## src/rtl/if_stage.sv

```systemverilog
// Purpose : instruction fetch stage; owns the PC and feeds the IF/ID register toward decode.
// Latency : an instruction reaches pipe_* one cycle after imem_valid accepts its request.
// Backpr. : stall freezes the PC and IF/ID; a response arriving under stall is parked until release.
module if_stage #(
    parameter logic [31:0] RESET_PC = 32'h0000_0000,
    parameter logic [31:0] NOP_INST = 32'h0000_0013
) (
    input  logic        clk,
    input  logic        reset_n,
    input  logic        stall,
    input  logic        control_j,
    input  logic [31:0] pc_j,
    output logic        imem_req,
    output logic [31:0] imem_addr,
    input  logic        imem_valid,
    input  logic [31:0] imem_data,
    output logic [31:0] pipe_pc,
    output logic [31:0] pipe_pc4,
    output logic [31:0] pipe_data,
    output logic        pipe_valid
);

    // FETCH: request outstanding at pc_q.
    // HOLD : response captured while decode was stalled; no request on the bus.
    // DROP : redirect arrived mid-request; keep the old address stable and bin its response.
    typedef enum logic [1:0] {
        FETCH = 2'd0,
        HOLD  = 2'd1,
        DROP  = 2'd2
    } state_t;

    // IF/ID pipeline register contents.
    typedef struct packed {
        logic [31:0] pc;
        logic [31:0] pc4;
        logic [31:0] dat;
        logic        vld;
    } ifid_t;

    state_t      state_q,     state_d;
    logic [31:0] pc_q,        pc_d;
    logic [31:0] drop_addr_q, drop_addr_d;
    logic [31:0] buf_q,       buf_d;
    ifid_t       pipe_q,      pipe_d;

    logic [31:0] pc_inc;
    logic [31:0] jmp_target;

    // PC arithmetic wraps modulo 2^32; redirect targets are forced word-aligned.
    assign pc_inc     = pc_q + 32'd4;
    assign jmp_target = pc_j & 32'hFFFF_FFFC;

    // Memory-side outputs: the bus is idle in HOLD and while reset is asserted.
    always_comb begin
        imem_req  = reset_n && (state_q != HOLD);
        imem_addr = (state_q == DROP) ? drop_addr_q : pc_q;
    end

    // Next-state, PC and IF/ID update; redirect outranks stall everywhere.
    always_comb begin
        state_d     = state_q;
        pc_d        = pc_q;
        drop_addr_d = drop_addr_q;
        buf_d       = buf_q;
        pipe_d      = pipe_q;

        case (state_q)
            FETCH: begin
                if (control_j) begin
                    pipe_d.dat = NOP_INST;
                    pipe_d.vld = 1'b0;
                    pc_d       = jmp_target;
                    if (!imem_valid) begin
                        // Request still in flight: remember its address so it stays stable.
                        drop_addr_d = pc_q;
                        state_d     = DROP;
                    end
                end else if (imem_valid) begin
                    pc_d = pc_inc;
                    if (!stall) begin
                        pipe_d.pc  = pc_q;
                        pipe_d.pc4 = pc_inc;
                        pipe_d.dat = imem_data;
                        pipe_d.vld = 1'b1;
                    end else begin
                        // Park the instruction; pc_q moves only when it is handed to decode.
                        pc_d    = pc_q;
                        buf_d   = imem_data;
                        state_d = HOLD;
                    end
                end else if (!stall) begin
                    // Memory wait: push a bubble, keep the last PC visible.
                    pipe_d.dat = NOP_INST;
                    pipe_d.vld = 1'b0;
                end
            end

            HOLD: begin
                if (control_j) begin
                    pipe_d.dat = NOP_INST;
                    pipe_d.vld = 1'b0;
                    pc_d       = jmp_target;
                    state_d    = FETCH;
                end else if (!stall) begin
                    pipe_d.pc  = pc_q;
                    pipe_d.pc4 = pc_inc;
                    pipe_d.dat = buf_q;
                    pipe_d.vld = 1'b1;
                    pc_d       = pc_inc;
                    state_d    = FETCH;
                end
            end

            DROP: begin
                // Pipe was flushed on entry; nothing real can enter until FETCH resumes.
                pipe_d.dat = NOP_INST;
                pipe_d.vld = 1'b0;
                if (control_j) begin
                    pc_d = jmp_target;
                end
                if (imem_valid) begin
                    state_d = FETCH;
                end
            end

            default: begin
                state_d = FETCH;
            end
        endcase
    end

    // State registers with synchronous active-low reset.
    always_ff @(posedge clk) begin
        if (!reset_n) begin
            state_q     <= FETCH;
            pc_q        <= RESET_PC;
            drop_addr_q <= 32'd0;
            buf_q       <= 32'd0;
            pipe_q.pc   <= 32'd0;
            pipe_q.pc4  <= 32'd0;
            pipe_q.dat  <= NOP_INST;
            pipe_q.vld  <= 1'b0;
        end else begin
            state_q     <= state_d;
            pc_q        <= pc_d;
            drop_addr_q <= drop_addr_d;
            buf_q       <= buf_d;
            pipe_q      <= pipe_d;
        end
    end

    assign pipe_pc    = pipe_q.pc;
    assign pipe_pc4   = pipe_q.pc4;
    assign pipe_data  = pipe_q.dat;
    assign pipe_valid = pipe_q.vld;

endmodule

```

## config.mk

```make
export PLATFORM = sky130hd
export DESIGN_NAME = if_stage
export DESIGN_NICKNAME = d
export VERILOG_FILES = /design/src/rtl/if_stage.sv
export SDC_FILE = /design/constraint.sdc
export NUM_CORES = 1
export LEC_CHECK = 0
export BUFFER_PORTS_ARGS = -buffer_cell sky130_fd_sc_hd__buf_4
export CORE_ASPECT_RATIO = 1.4
export CORE_MARGIN = 5
export CORE_UTILIZATION = 55
export DETAILED_ROUTE_END_ITERATION = 12
export MAX_ROUTING_LAYER = met4
export PLACE_DENSITY = 0.81
export SLEW_MARGIN = 20
export SYNTH_ARGS = -nofsm -noshare
export SYNTH_HDL_FRONTEND = slang
export SYNTH_SLANG_ARGS = --single-unit
```

## constraint.sdc

```tcl
create_clock -name clk -period 6.68 [get_ports clk]
set_clock_uncertainty 0.1 [all_clocks]
set_input_delay 0.334 -clock clk [delete_from_list [all_inputs] [get_ports clk]]
set_output_delay 0.334 -clock clk [all_outputs]
set_load 0.02 [all_outputs]
```

==> qor.yml <==
status: "complete, no violations"
root_buffer: "clkbuf_16"
grt_max_degree: 94
first_global_vias: 7596
cp.required_ns: 6.89
yosysTopAreaCell: "dfxtp_1"
path_clk_slew_ns: 0.07
crit_chain: "inv_1 > ha_2 > inv_1 > a21oi_1 > nand2b_1 > nor3_1 > a211o_1"
synth_area_um2: 8420
first_pass_iters: 7
max_freq_mhz: 322
synth_area_leaders: "dfxtp_1 (44%), nand2_1 (10%), a21oi_1 (7.6%)"
rsz0062_at_grt: "false"
cts_sinks: 187
cp_common_cell: "inv_1"
post_cts_buffers: 0
fp.dieH_um: 156
viasPerCell: 5.86
syn_area_per_cell_um2: 7.90
ioPinCount: 199
crit_path_end_kind: "flop"
final.period_utilization: 0.465
layout_commonest_cell: "nand2_1"
cp_slowest_cell: "ha_2"
die-area_um2: 17900
wl_um: 23900
postSynthCellCount: 1066
cts_tree: "done"
report.final.slew_viol_count: 0
io_buffers: 190
final_net_count: 1253
synth_top_area_share: 0.445
start_util: 0.559
grt_pass1_wl_um: 38200
fill_cells: 1299
grt_overflow_total: 0
synthToLayoutAreaGrowth_pct: 22.9
ys_ff_latch: 187
cts_hold_buffers: 0
tns_ns: 0
leakage_nw: 4.08
cts.path.max_buffers: 2
cts-resized-gates: 0
tightestPinTransition_ns: 0.977
ys_dominant_reg_cell: "dfxtp_1"
min_path_type: "primary input to flop"
slew_headroom: 0.349
core_um2: 15100
cp_max_fo: 38
cts_max_level: 4
antenna_found_initial: 0
grt_usage: 0.271
period_needed_ns: 3.11
vias: 8121
gp_congestion: 0.854
ys_types: 59
yosys_warnings: 0
hold_viol_final: 0
powerDensity_nw_per_um2: 276
clkLatencyLatePin_ns: 0.43
synth-seq-area-share: 0.445
dpl.hpwl_um: 15700
cp-start-kind: "flop"
wl_per_cell_um: 17.3
setup_viol: 0
place_area_um2: 9760
layout_common_cells: "nand2_1 (229), buf_4 (203), dfxtp_1 (187)"
drt_iter0_markers: 626
max_stage_delay_ns: 0.84
placementRows: 53
drc: 0
ant_nets: 0
arrival_ns: 3.32
holdWs_ns: 0.0611
cts-buffers-inserted: 17
die_w_um: 115
async_reset_ff_frac: 0
vdd_drop_max_v: 0.000222
synth_edf_count: 0
n_antenna_cell: 0
fin_area_um2: 10300
finalNonFillerCells: 1385
layout-drive-gt1-share: 0.234
maxCapViolations: 0
path_class: "flop to flop"
place_inst: 1353
-- report_power, final --
group,total (mW),switching [mW],internal (mW)
clock network,1.01,0.444,0.565
logic,0.568,0.340,0.228
registers,1.27,0.0848,1.19
-- registers in the layout, summed over array words and instances (netlist names) --
register / flops
buf_q: 32
drop_addr_q: 30
pc_q: 30
pipe_data: 32
pipe_pc: 30
pipe_pc4: 30
pipe_valid: 1
state_q: 2
-- kinds of logic after synthesis --
kind of cell	after synthesis	share of synthesized area
AO/OA/AOI/OAI	263	0.192
XOR/XNOR	22	0.0229
adder cells (fa/ha/maj)	4	0.00594
buffers and inverters	124	0.0615
flip-flops	187	0.445
multiplexers	33	0.0434
other	1	0.000445
AND/OR/NAND/NOR	432	0.230
-- Yosys cell counts, drive strengths merged (3+ instances only) --
| cell | instances |
|---|---|
| a211oi | 10 |
| nand4 | 20 |
| o31a | 3 |
| nor4 | 4 |
| ha | 4 |
| a32oi | 6 |
| clkbuf | 88 |
| xnor2 | 9 |
| o211ai | 3 |
| xor2 | 13 |
| nor2b | 3 |
| and3 | 8 |
| buf | 25 |
| o21ai | 46 |
| nor3 | 49 |
| dfxtp | 187 |
| nand2 | 229 |
| mux2i | 5 |
| inv | 11 |
| o22ai | 5 |
| mux2 | 28 |
| o31ai | 3 |
| a21oi | 128 |
| and2 | 5 |
| nor2 | 68 |
| a221oi | 33 |
| a22o | 4 |
| or3 | 8 |
| a31oi | 3 |
| nand3 | 22 |
| nand2b | 4 |
| and4 | 5 |
| o221ai | 5 |
-- layout make-up --
cell class | count | area [um^2] | area share
inverters | 11 | 43.8 | 0.00423
multi-input cells | 760 | 4210 | 0.407
flip-flops and latches | 187 | 3740 | 0.362
well taps | 192 | 240 | 0.0232
clock buffers | 19 | 443 | 0.0428
clock inverters | 13 | 140 | 0.0135
repair buffers | 203 | 1520 | 0.147
-- routing by layer --
metal / routed length [um] / vias up / global-route usage / share of wire
li1: - / 3927 / - / -
met3: 1910 / 43 / 0.0584 / 0.080
met4: 535 / 0 / 0.0962 / 0.022
met1: 9520 / 3826 / 0.324 / 0.40
met5: 0 / - / - / 0
met2: 12000 / 325 / 0.448 / 0.50
-- worst paths after layout --
kind	cells after the start	end	slack (ns)	start
worst max-delay path	7	pc_q[26]	3.57	state_q[0]
worst min-delay path	3	buf_q[27]	0.06	imem_data[27]
worst max register to register	7	pc_q[26]	3.57	state_q[0]
worst min register to register	2	buf_q[0]	0.35	buf_q[0]
-- worst max-delay path, delay by kind of cell, from the launching register on --
family | cells | cell delay, ns
simple gates | 2 | 0.90
buf+inv | 2 | 0.19
fa+ha+maj | 1 | 0.84
flops | 1 | 0.34
compound gates | 2 | 0.64
-- stage by stage --
stage / utilization / power (mW) / worst slack [ns]
finish: 0.687 / 2.85 / 3.57
global route: 0.687 / 2.98 / 3.38
CTS: 0.687 / 2.86 / 3.59
detailed placement: 0.648 / 1.86 / 3.61
global placement: 0.648 / 1.85 / 3.66
floorplan: - / 1.65 / 4.36
Note: power is estimated with default switching activity, not from simulation.
